--- src/rtl/sys_update_pkg.sv ---
// Shared types and widths for the system-update sequencer.
// Covers the host op codes, FSM states and core port widths.
package sys_update_pkg;

    localparam int PARAM_W = 3;
    localparam int SRC_W   = 2;
    localparam int DIN_W   = 24;
    localparam int DOUT_W  = 29;

    typedef enum logic [1:0] {
        READ_PARAM  = 2'd0,
        WRITE_PARAM = 2'd1,
        WDT_KICK    = 2'd2,
        RECONFIG    = 2'd3
    } op_e;

    typedef enum logic [2:0] {
        RST_HOLD_S = 3'd0,
        IDLE       = 3'd1,
        ISSUE      = 3'd2,
        WAIT_RISE  = 3'd3,
        WAIT_FALL  = 3'd4,
        COMPLETE   = 3'd5,
        RECONF     = 3'd6
    } state_e;

    // One-hot strobe vector {reconfig, reset_timer, write_param, read_param}
    function automatic logic [3:0] op_strobe(input op_e op);
        logic [3:0] strb;
        case (op)
            READ_PARAM:  strb = 4'b0001;
            WRITE_PARAM: strb = 4'b0010;
            WDT_KICK:    strb = 4'b0100;
            RECONFIG:    strb = 4'b1000;
            default:     strb = 4'b0000;
        endcase
        return strb;
    endfunction

endpackage

--- src/rtl/sys_update_rst_hold.sv ---
// Core reset generator: async-assert / sync-deassert of i_rst_n, then ru_reset
// held for RST_HOLD cycles in total after i_rst_n rises (sync stages included).
module sys_update_rst_hold #(
    parameter int RST_HOLD = 4
) (
    input  logic i_clk,
    input  logic i_rst_n,
    output logic o_ru_reset
);

    localparam int SYNC_STAGES = 2;
    localparam int HOLD_CNT    = (RST_HOLD > SYNC_STAGES) ? (RST_HOLD - SYNC_STAGES) : 1;
    localparam int HC_W        = $clog2(HOLD_CNT + 1);
    localparam logic [HC_W-1:0] HOLD_LAST = HC_W'(HOLD_CNT);

    logic [1:0]      r_sync;
    logic [HC_W-1:0] r_cnt;
    logic            r_ru_reset;
    logic [HC_W-1:0] w_cnt_nxt;

    // Reset synchroniser
    always_ff @(posedge i_clk or negedge i_rst_n) begin
        if (!i_rst_n) begin
            r_sync <= 2'b00;
        end else begin
            r_sync <= {r_sync[0], 1'b1};
        end
    end

    // Hold counter advance once the synchronised reset has released
    always_comb begin
        w_cnt_nxt = r_cnt;
        if (r_sync[1] && (r_cnt != HOLD_LAST)) begin
            w_cnt_nxt = r_cnt + HC_W'(1);
        end else begin
            w_cnt_nxt = r_cnt;
        end
    end

    // Hold counter and registered core reset
    always_ff @(posedge i_clk or negedge i_rst_n) begin
        if (!i_rst_n) begin
            r_cnt      <= {HC_W{1'b0}};
            r_ru_reset <= 1'b1;
        end else begin
            r_cnt      <= w_cnt_nxt;
            r_ru_reset <= (w_cnt_nxt != HOLD_LAST);
        end
    end

    assign o_ru_reset = r_ru_reset;

endmodule

--- src/rtl/sys_update_sequencer.sv ---
// Host-command sequencer for the remote/system-update core.
// Optional macro SYSUPD_AUTO_KICK_EN adds a periodic internal watchdog kick.
module sys_update_sequencer
    import sys_update_pkg::*;
#(
    parameter int BUSY_RISE_WAIT = 4,
    parameter int BUSY_TIMEOUT   = 4096,
    parameter int RST_HOLD       = 4
`ifdef SYSUPD_AUTO_KICK_EN
    , parameter int KICK_PERIOD  = 1_000_000
`endif
) (
    input  logic              clock,
    input  logic              reset_n,
    input  logic              cmd_valid,
    output logic              cmd_ready,
    input  logic [1:0]        cmd_op,
    input  logic [PARAM_W-1:0] cmd_param,
    input  logic [SRC_W-1:0]  cmd_source,
    input  logic [DIN_W-1:0]  cmd_wdata,
    output logic              rsp_valid,
    output logic [DOUT_W-1:0] rsp_data,
    output logic              rsp_err,
    input  logic              ru_busy,
    input  logic [DOUT_W-1:0] ru_data_out,
    output logic [PARAM_W-1:0] ru_param,
    output logic [SRC_W-1:0]  ru_read_source,
    output logic [DIN_W-1:0]  ru_data_in,
    output logic              ru_read_param,
    output logic              ru_write_param,
    output logic              ru_reset_timer,
    output logic              ru_reconfig,
    output logic              ru_reset
);

    localparam int CNT_MAX = (BUSY_TIMEOUT > BUSY_RISE_WAIT) ? BUSY_TIMEOUT : BUSY_RISE_WAIT;
    localparam int CNT_W   = $clog2(CNT_MAX + 1);
    localparam logic [CNT_W-1:0] RISE_LAST = CNT_W'(BUSY_RISE_WAIT - 1);
    localparam logic [CNT_W-1:0] TMO_LAST  = CNT_W'(BUSY_TIMEOUT - 1);

    state_e             r_state;
    state_e             w_state_nxt;
    logic [CNT_W-1:0]   r_cnt;
    logic [CNT_W-1:0]   w_cnt_nxt;
    logic               r_err;
    logic               w_err_nxt;
    op_e                r_op;
    op_e                w_op_sel;
    logic [PARAM_W-1:0] r_param;
    logic [SRC_W-1:0]   r_source;
    logic [DIN_W-1:0]   r_wdata;
    logic [3:0]         r_strb;
    logic               r_rsp_valid;
    logic [DOUT_W-1:0]  r_rsp_data;
    logic               r_rsp_err;
    logic               w_ru_reset;
    logic               w_idle_free;
    logic               w_host_acc;
    logic               w_kick_go;
    logic               w_rsp_suppress;

    sys_update_rst_hold #(
        .RST_HOLD (RST_HOLD)
    ) u_rst_hold (
        .i_clk      (clock),
        .i_rst_n    (reset_n),
        .o_ru_reset (w_ru_reset)
    );

    // A command may only start while the core is idle
    assign w_idle_free = (r_state == IDLE) && !ru_busy;
    assign w_host_acc  = cmd_valid && w_idle_free;
    assign w_op_sel    = w_host_acc ? op_e'(cmd_op) : WDT_KICK;

`ifdef SYSUPD_AUTO_KICK_EN
    localparam int KICK_W = $clog2(KICK_PERIOD + 1);
    localparam logic [KICK_W-1:0] KICK_LAST = KICK_W'(KICK_PERIOD - 1);

    logic [KICK_W-1:0] r_kick_cnt;
    logic              r_kick_pend;
    logic              r_internal;

    // Host command wins; a pending kick only goes when the port is quiet
    assign w_kick_go      = r_kick_pend && w_idle_free && !cmd_valid;
    assign w_rsp_suppress = r_internal;

    // Free-running kick timer with a single pending slot
    always_ff @(posedge clock or negedge reset_n) begin
        if (!reset_n) begin
            r_kick_cnt  <= {KICK_W{1'b0}};
            r_kick_pend <= 1'b0;
            r_internal  <= 1'b0;
        end else begin
            if (r_kick_cnt == KICK_LAST) begin
                r_kick_cnt  <= {KICK_W{1'b0}};
                r_kick_pend <= 1'b1;
            end else begin
                r_kick_cnt <= r_kick_cnt + KICK_W'(1);
                if (w_kick_go) begin
                    r_kick_pend <= 1'b0;
                end else begin
                    r_kick_pend <= r_kick_pend;
                end
            end
            if (w_host_acc) begin
                r_internal <= 1'b0;
            end else if (w_kick_go) begin
                r_internal <= 1'b1;
            end else begin
                r_internal <= r_internal;
            end
        end
    end
`else
    assign w_kick_go      = 1'b0;
    assign w_rsp_suppress = 1'b0;
`endif

    // Next-state, wait counter and timeout flag
    always_comb begin
        w_state_nxt = r_state;
        w_cnt_nxt   = r_cnt;
        w_err_nxt   = r_err;
        case (r_state)
            RST_HOLD_S: begin
                if (!w_ru_reset) begin
                    w_state_nxt = IDLE;
                end else begin
                    w_state_nxt = RST_HOLD_S;
                end
            end
            IDLE: begin
                if (w_host_acc || w_kick_go) begin
                    w_state_nxt = ISSUE;
                    w_cnt_nxt   = {CNT_W{1'b0}};
                    w_err_nxt   = 1'b0;
                end else begin
                    w_state_nxt = IDLE;
                end
            end
            ISSUE: begin
                w_cnt_nxt = {CNT_W{1'b0}};
                if (r_op == RECONFIG) begin
                    w_state_nxt = RECONF;
                end else begin
                    w_state_nxt = WAIT_RISE;
                end
            end
            WAIT_RISE: begin
                // The cycle busy is first seen counts as busy cycle one
                if (ru_busy) begin
                    w_state_nxt = WAIT_FALL;
                    w_cnt_nxt   = CNT_W'(1);
                end else if (r_cnt == RISE_LAST) begin
                    w_state_nxt = COMPLETE;
                end else begin
                    w_cnt_nxt = r_cnt + CNT_W'(1);
                end
            end
            WAIT_FALL: begin
                if (!ru_busy) begin
                    w_state_nxt = COMPLETE;
                end else if (r_cnt == TMO_LAST) begin
                    w_state_nxt = COMPLETE;
                    w_err_nxt   = 1'b1;
                end else begin
                    w_cnt_nxt = r_cnt + CNT_W'(1);
                end
            end
            COMPLETE: begin
                w_state_nxt = IDLE;
            end
            RECONF: begin
                w_state_nxt = RECONF;
            end
            default: begin
                w_state_nxt = RST_HOLD_S;
            end
        endcase
    end

    // FSM state registers
    always_ff @(posedge clock or negedge reset_n) begin
        if (!reset_n) begin
            r_state <= RST_HOLD_S;
            r_cnt   <= {CNT_W{1'b0}};
            r_err   <= 1'b0;
        end else begin
            r_state <= w_state_nxt;
            r_cnt   <= w_cnt_nxt;
            r_err   <= w_err_nxt;
        end
    end

    // Command latch; fields stay stable until the next accept
    always_ff @(posedge clock or negedge reset_n) begin
        if (!reset_n) begin
            r_op     <= READ_PARAM;
            r_param  <= {PARAM_W{1'b0}};
            r_source <= {SRC_W{1'b0}};
            r_wdata  <= {DIN_W{1'b0}};
        end else if (w_host_acc) begin
            r_op     <= op_e'(cmd_op);
            r_param  <= cmd_param;
            r_source <= cmd_source;
            r_wdata  <= cmd_wdata;
        end else if (w_kick_go) begin
            r_op <= WDT_KICK;
        end else begin
            r_op <= r_op;
        end
    end

    // Single-cycle strobes, high exactly during ISSUE
    always_ff @(posedge clock or negedge reset_n) begin
        if (!reset_n) begin
            r_strb <= 4'b0000;
        end else if (w_host_acc || w_kick_go) begin
            r_strb <= op_strobe(w_op_sel);
        end else begin
            r_strb <= 4'b0000;
        end
    end

    // Response registers, loaded from the COMPLETE cycle
    always_ff @(posedge clock or negedge reset_n) begin
        if (!reset_n) begin
            r_rsp_valid <= 1'b0;
            r_rsp_data  <= {DOUT_W{1'b0}};
            r_rsp_err   <= 1'b0;
        end else if ((r_state == COMPLETE) && !w_rsp_suppress) begin
            r_rsp_valid <= 1'b1;
            r_rsp_data  <= (r_op == READ_PARAM) ? ru_data_out : {DOUT_W{1'b0}};
            r_rsp_err   <= r_err;
        end else begin
            r_rsp_valid <= 1'b0;
            r_rsp_data  <= {DOUT_W{1'b0}};
            r_rsp_err   <= 1'b0;
        end
    end

    assign cmd_ready      = w_idle_free;
    assign rsp_valid      = r_rsp_valid;
    assign rsp_data       = r_rsp_data;
    assign rsp_err        = r_rsp_err;
    assign ru_param       = r_param;
    assign ru_read_source = r_source;
    assign ru_data_in     = r_wdata;
    assign ru_read_param  = r_strb[0];
    assign ru_write_param = r_strb[1];
    assign ru_reset_timer = r_strb[2];
    assign ru_reconfig    = r_strb[3];
    assign ru_reset       = w_ru_reset;

endmodule

--- config.mk ---
export PLATFORM = sky130hd
export DESIGN_NAME = sys_update_sequencer
export DESIGN_NICKNAME = d
export VERILOG_FILES = /design/src/rtl/sys_update_pkg.sv /design/src/rtl/sys_update_rst_hold.sv /design/src/rtl/sys_update_sequencer.sv
export SDC_FILE = /design/constraint.sdc
export NUM_CORES = 1
export LEC_CHECK = 0
export ABC_AREA = 1
export ABC_CLOCK_PERIOD_IN_PS = 2040
export CAP_MARGIN = 0
export CELL_PAD_IN_SITES_DETAIL_PLACEMENT = 0
export CELL_PAD_IN_SITES_GLOBAL_PLACEMENT = 2
export CORE_MARGIN = 3
export CORE_UTILIZATION = 25
export DETAILED_ROUTE_END_ITERATION = 12
export GPL_ROUTABILITY_DRIVEN = 0
export PLACE_DENSITY_LB_ADDON = 0.1
export SLEW_MARGIN = 5
export SYNTH_ARGS = -nofsm -noshare
export SYNTH_HDL_FRONTEND = slang
export SYNTH_SLANG_ARGS = --single-unit
--- constraint.sdc ---
create_clock -name clock -period 2.04 [get_ports clock]
set_input_delay 0.204 -clock clock [delete_from_list [all_inputs] [get_ports clock]]
set_output_delay 0.204 -clock clock [all_outputs]
set_load 0.005 [all_outputs]
==> key figures <==
Drt
  • Pre-antenna DRT Iters: 4
  • Drc violations: 0
  • Total length of routed wires: around 10,000 um
  • Vias after detailed routing: between 3,000 and 4,000
  • Vias per cell: slightly above 4
  • Routed length per instance: 13.49 um
  • Remaining antenna violation count: 0
  • Count of routing violations after the opening detailed-route iteration: between 100 and 150

Clocking
  • Maximum number of buffers from clock root to sink: 2
  • Clock latency reported for the late side of the worst-skew pair: ~0.35 ns
  • Root buffer selected by CTS: clkbuf_16
  • TritonCTS clock tree: yes
  • Inserted Clock Buffers: 9
  • Number of clock sinks seen by CTS: 88
  • Clock-pin transition on the worst setup and hold timing paths: 0.07 ns
  • Count of H-tree levels built during CTS: 3

Floorplan
  • I/O pin cnt: between 100 and 150
  • Die area: roughly 0.017 mm2
  • Die H: between 100 and 150 um
  • Num rows: 44
  • Die boundary width: around 130 um
  • Effective utilization at floorplan: 0.2566
  • Area inside the core boundary: 0.01464 mm2

Layout
  • Fraction of layout cells with a size suffix above 1: 0.06566
  • Area Overhead vs Synth: 48.98%
  • Number of fill cells in the layout: roughly 1,500
  • Number of antenna cells inserted: 0
  • Final #Nets: approximately 660

GRT
  • Initial antenna violation count: 0
  • Number of global-route vias before repair: a little over 3,000
  • Total routing resource utilization after global routing: 0.1295
  • Aggregate global routing overflow: 0
  • Maximum number of pins on one net before global-route repair: 39
  • Wire length of the first global-routing pass: roughly 17,000 um

Power and ir drop
  • Switching fraction of total power: 0.3253
  • Flop pwr share: 0.379
  • Internal cell power: between 0.004 and 0.005 W
  • Gate power share: 0.345
  • Power density of the placed cells: 1123 mW/mm2
  • Post-layout total power: between 0.006 and 0.007 W
  • Net switching power of the design: 0.002045 W
  • Worst ir drop on vdd: about 0.00037 V
  • Fraction of power consumed by the clock network: 0.276
  • Leak Pwr: between 2 and 3 nW

Worst hold path
  • Path type of the worst min-delay path: in2async

Worst setup path
  • Worst flop-to-flop path startpoint: r_cnt[1]
  • Worst Path Max Fanout: 13
  • Kind of cell adding the most delay to the critical path: simple AND/OR/NAND/NOR gates
  • Number of buffers and inverters on the critical path: 0
  • Most common cell type on the critical path: nand2_1
  • Cells along the critical path: ha_1, nand2_1, nor2_1, and2_4, nand2_2, nand2_1, nand2_1, nand2_2, nand2_1, nand2_1
  • Slowest-stage cell, CP: dfrtp_1
  • Nature of the critical path endpoint: flip-flop
  • Startpoint types: flip-flop
  • CP Class: reg2reg
  • Data required, critical path: 2.32 ns
  • Worst EP arrival: around 2 ns
  • Worst setup path startpoint: r_cnt[1]
  • Worst path max stage delay: 0.38 ns

Timing
  • Worst hold slack: 0.3447 ns
  • # setup viols final: 0
  • Number of pins with negative max-slew slack in the final report: 0
  • Setup repair after global routing missed its margin: no
  • Final Hold Violating Endpoints: 0
  • Aggregate negative setup slack: 0 ns
  • Portion of the clock cycle consumed by the worst path in the final layout: 0.8415
  • Final worst clock skew: 0.007430 ns
  • Achievable frequency: about 600 MHz
  • Final min period: roughly 1.7 ns

Job
  • Maxcap violations: 0

Synthesis
  • Part of the Yosys area used for sequential elements: 0.5864
  • Netlist area before placement: between 0.003 and 0.004 mm2
  • Mean post-synth cell area: around 8 um2
  • Gate count after technology mapping: about 460
  • YS warnings: 0
  • Flops & latches, synth: between 80 and 90
  • Synth unique cells: 29
  • Number of nets in the synthesized netlist: 522

Placed design
  • IO Port Bufs: 129
  • Dpl hpwl: between 7000 and 8000 um

Status
  • Outcome: completed
==> sequential cells by signal (all words and copies together) (netlist names) <==
register / cells
r_op: 2
u_rst_hold.r_cnt: 2
r_strb: 4
r_cnt: 13
ru_read_source: 2
r_state: 3
u_rst_hold.o_ru_reset: 1
ru_data_in: 24
u_rst_hold.r_sync: 2
r_err: 1
rsp_data: 29
rsp_err: 1
ru_param: 3
rsp_valid: 1
==> layer usage <==
layer | up-vias | GRT usage | share of wire
met5 | - | 0 | 0
met4 | 0 | 0.05559 | 0.018
met3 | 12 | 0.05106 | 0.090
met2 | 95 | 0.1823 | 0.41
met1 | 1435 | 0.1763 | 0.48
li1 | 1655 | - | -
==> Yosys cell counts <==
library cell	count	area, um2
nand3_1	13	65.06
buf_4	5	37.54
ha_1	2	25.02
o21ai_0	8	40.04
a21oi_1	4	20.02
buf_6	3	33.78
nor2_2	3	18.77
buf_2	5	25.02
xnor2_1	1	8.760
dfstp_2	1	26.28
o21bai_1	1	7.510
and2_4	1	8.760
clkbuf_1	3	11.26
nor3b_1	3	22.52
nand2_2	4	25.02
nand3_2	1	10.01
nor3_1	4	20.02
xor2_1	1	8.760
buf_1	1	3.750
o22ai_1	1	6.260
nand2_1	199	747.0
dfrtp_1	87	2177
inv_2	2	7.510
inv_1	26	97.59
or2_2	1	6.260
nor2_1	70	262.8
nand4_1	4	25.02
conb_1	1	3.750
a31oi_1	1	6.260
==> final timing paths <==
path                                              to  slack [ns]  cells past startpoint
worst min-delay path                     ru_param[1]        0.34                      2
worst min register to register  u_rst_hold.r_sync[1]        0.35                      0
worst max register to register              r_cnt[5]        0.32                     10
max in group asynchronous                  r_cnt[12]        0.99                      3
worst max-delay path                        r_cnt[5]        0.32                     10
min in group clock              u_rst_hold.r_sync[1]        0.35                      0
==> stage by stage <==
step / util / instances / setup WS (ns) / cell area, um2
4_1_cts: 0.3821 / 778 / 0.06008 / 5595
3_3_place_gp: 0.3599 / 761 / 0.2630 / 5270
6_report: 0.3823 / 778 / 0.3234 / 5598
3_5_place_dp: 0.3599 / 761 / 0.2400 / 5270
5_1_grt: 0.3823 / 778 / 0.1225 / 5598
2_1_floorplan: - / 456 / 0.5568 / 3757
==> timing repair <==
item | CTS | global route
hold buffers | 1 | 0
buffers inserted | 0 | 0
hold endpoints to repair | 25 | 0
endpoints found under the setup margin | 0 | 1
gates resized for setup | 0 | 1
==> power by group through the flow <==
stage	sequential, W	clock [W]	combinational, W
3_5_place_dp	0.00241	0	0.00223
3_3_place_gp	0.00241	0	0.00221
2_1_floorplan	0.00241	0	0.00102
4_1_cts	0.00238	0.00182	0.00223
5_1_grt	0.00243	0.00189	0.00244
6_report	0.00238	0.00173	0.00217
==> final cells by class <==
| cell class | instances | area [um2] | share of cell area |
|---|---|---|---|
| Sequential cell | 88 | 2203 | 0.3936 |
| Timing Repair Buffer | 139 | 1406 | 0.2512 |
| Multi-Input combinational cell | 323 | 1338 | 0.2389 |
| Clock buffer | 10 | 239.0 | 0.04269 |
| Tap cell | 184 | 230.2 | 0.04113 |
| Inverter | 28 | 105.1 | 0.01878 |
| Clock inverter | 6 | 76.32 | 0.01363 |
==> worst reg2reg max path, delay by kind of cell, from the launching register on <==
| kind | cells | cell delay (ns) |
|---|---|---|
| adders and majority gates | 1 | 0.22 |
| DFF | 1 | 0.38 |
| and+or+nand+nor | 9 | 1.05 |
==> layout by cell type (no fill, tap or decap), types with 3 or more instances in the layout <==
master	count
a21oi_1	4
buf_12	3
buf_4	7
clkbuf_16	9
clkdlybuf4s50_1	127
clkinv_4	3
dfrtp_1	87
inv_1	26
nand2_1	199
nand2_2	4
nand3_1	13
nand4_1	4
nor2_1	70
nor2_2	3
nor3_1	4
nor3b_1	3
o21ai_0	8
==> kinds of logic (layout without fill, tap and decap cells) <==
| family | count (synthesis) | count (layout) | share of synthesized area |
|---|---|---|---|
| AND/OR/NAND/NOR | 303 | 303 | 0.3223 |
| flip-flops | 88 | 88 | 0.5864 |
| buffers and inverters | 45 | 183 | 0.05761 |
| AO/OA/AOI/OAI | 15 | 15 | 0.02132 |
| adder cells (fa/ha/maj) | 2 | 2 | 0.006659 |
| XOR/XNOR | 2 | 2 | 0.004663 |
| other | 1 | 1 | 0.0009980 |
Power figures use the tool's default switching activity.
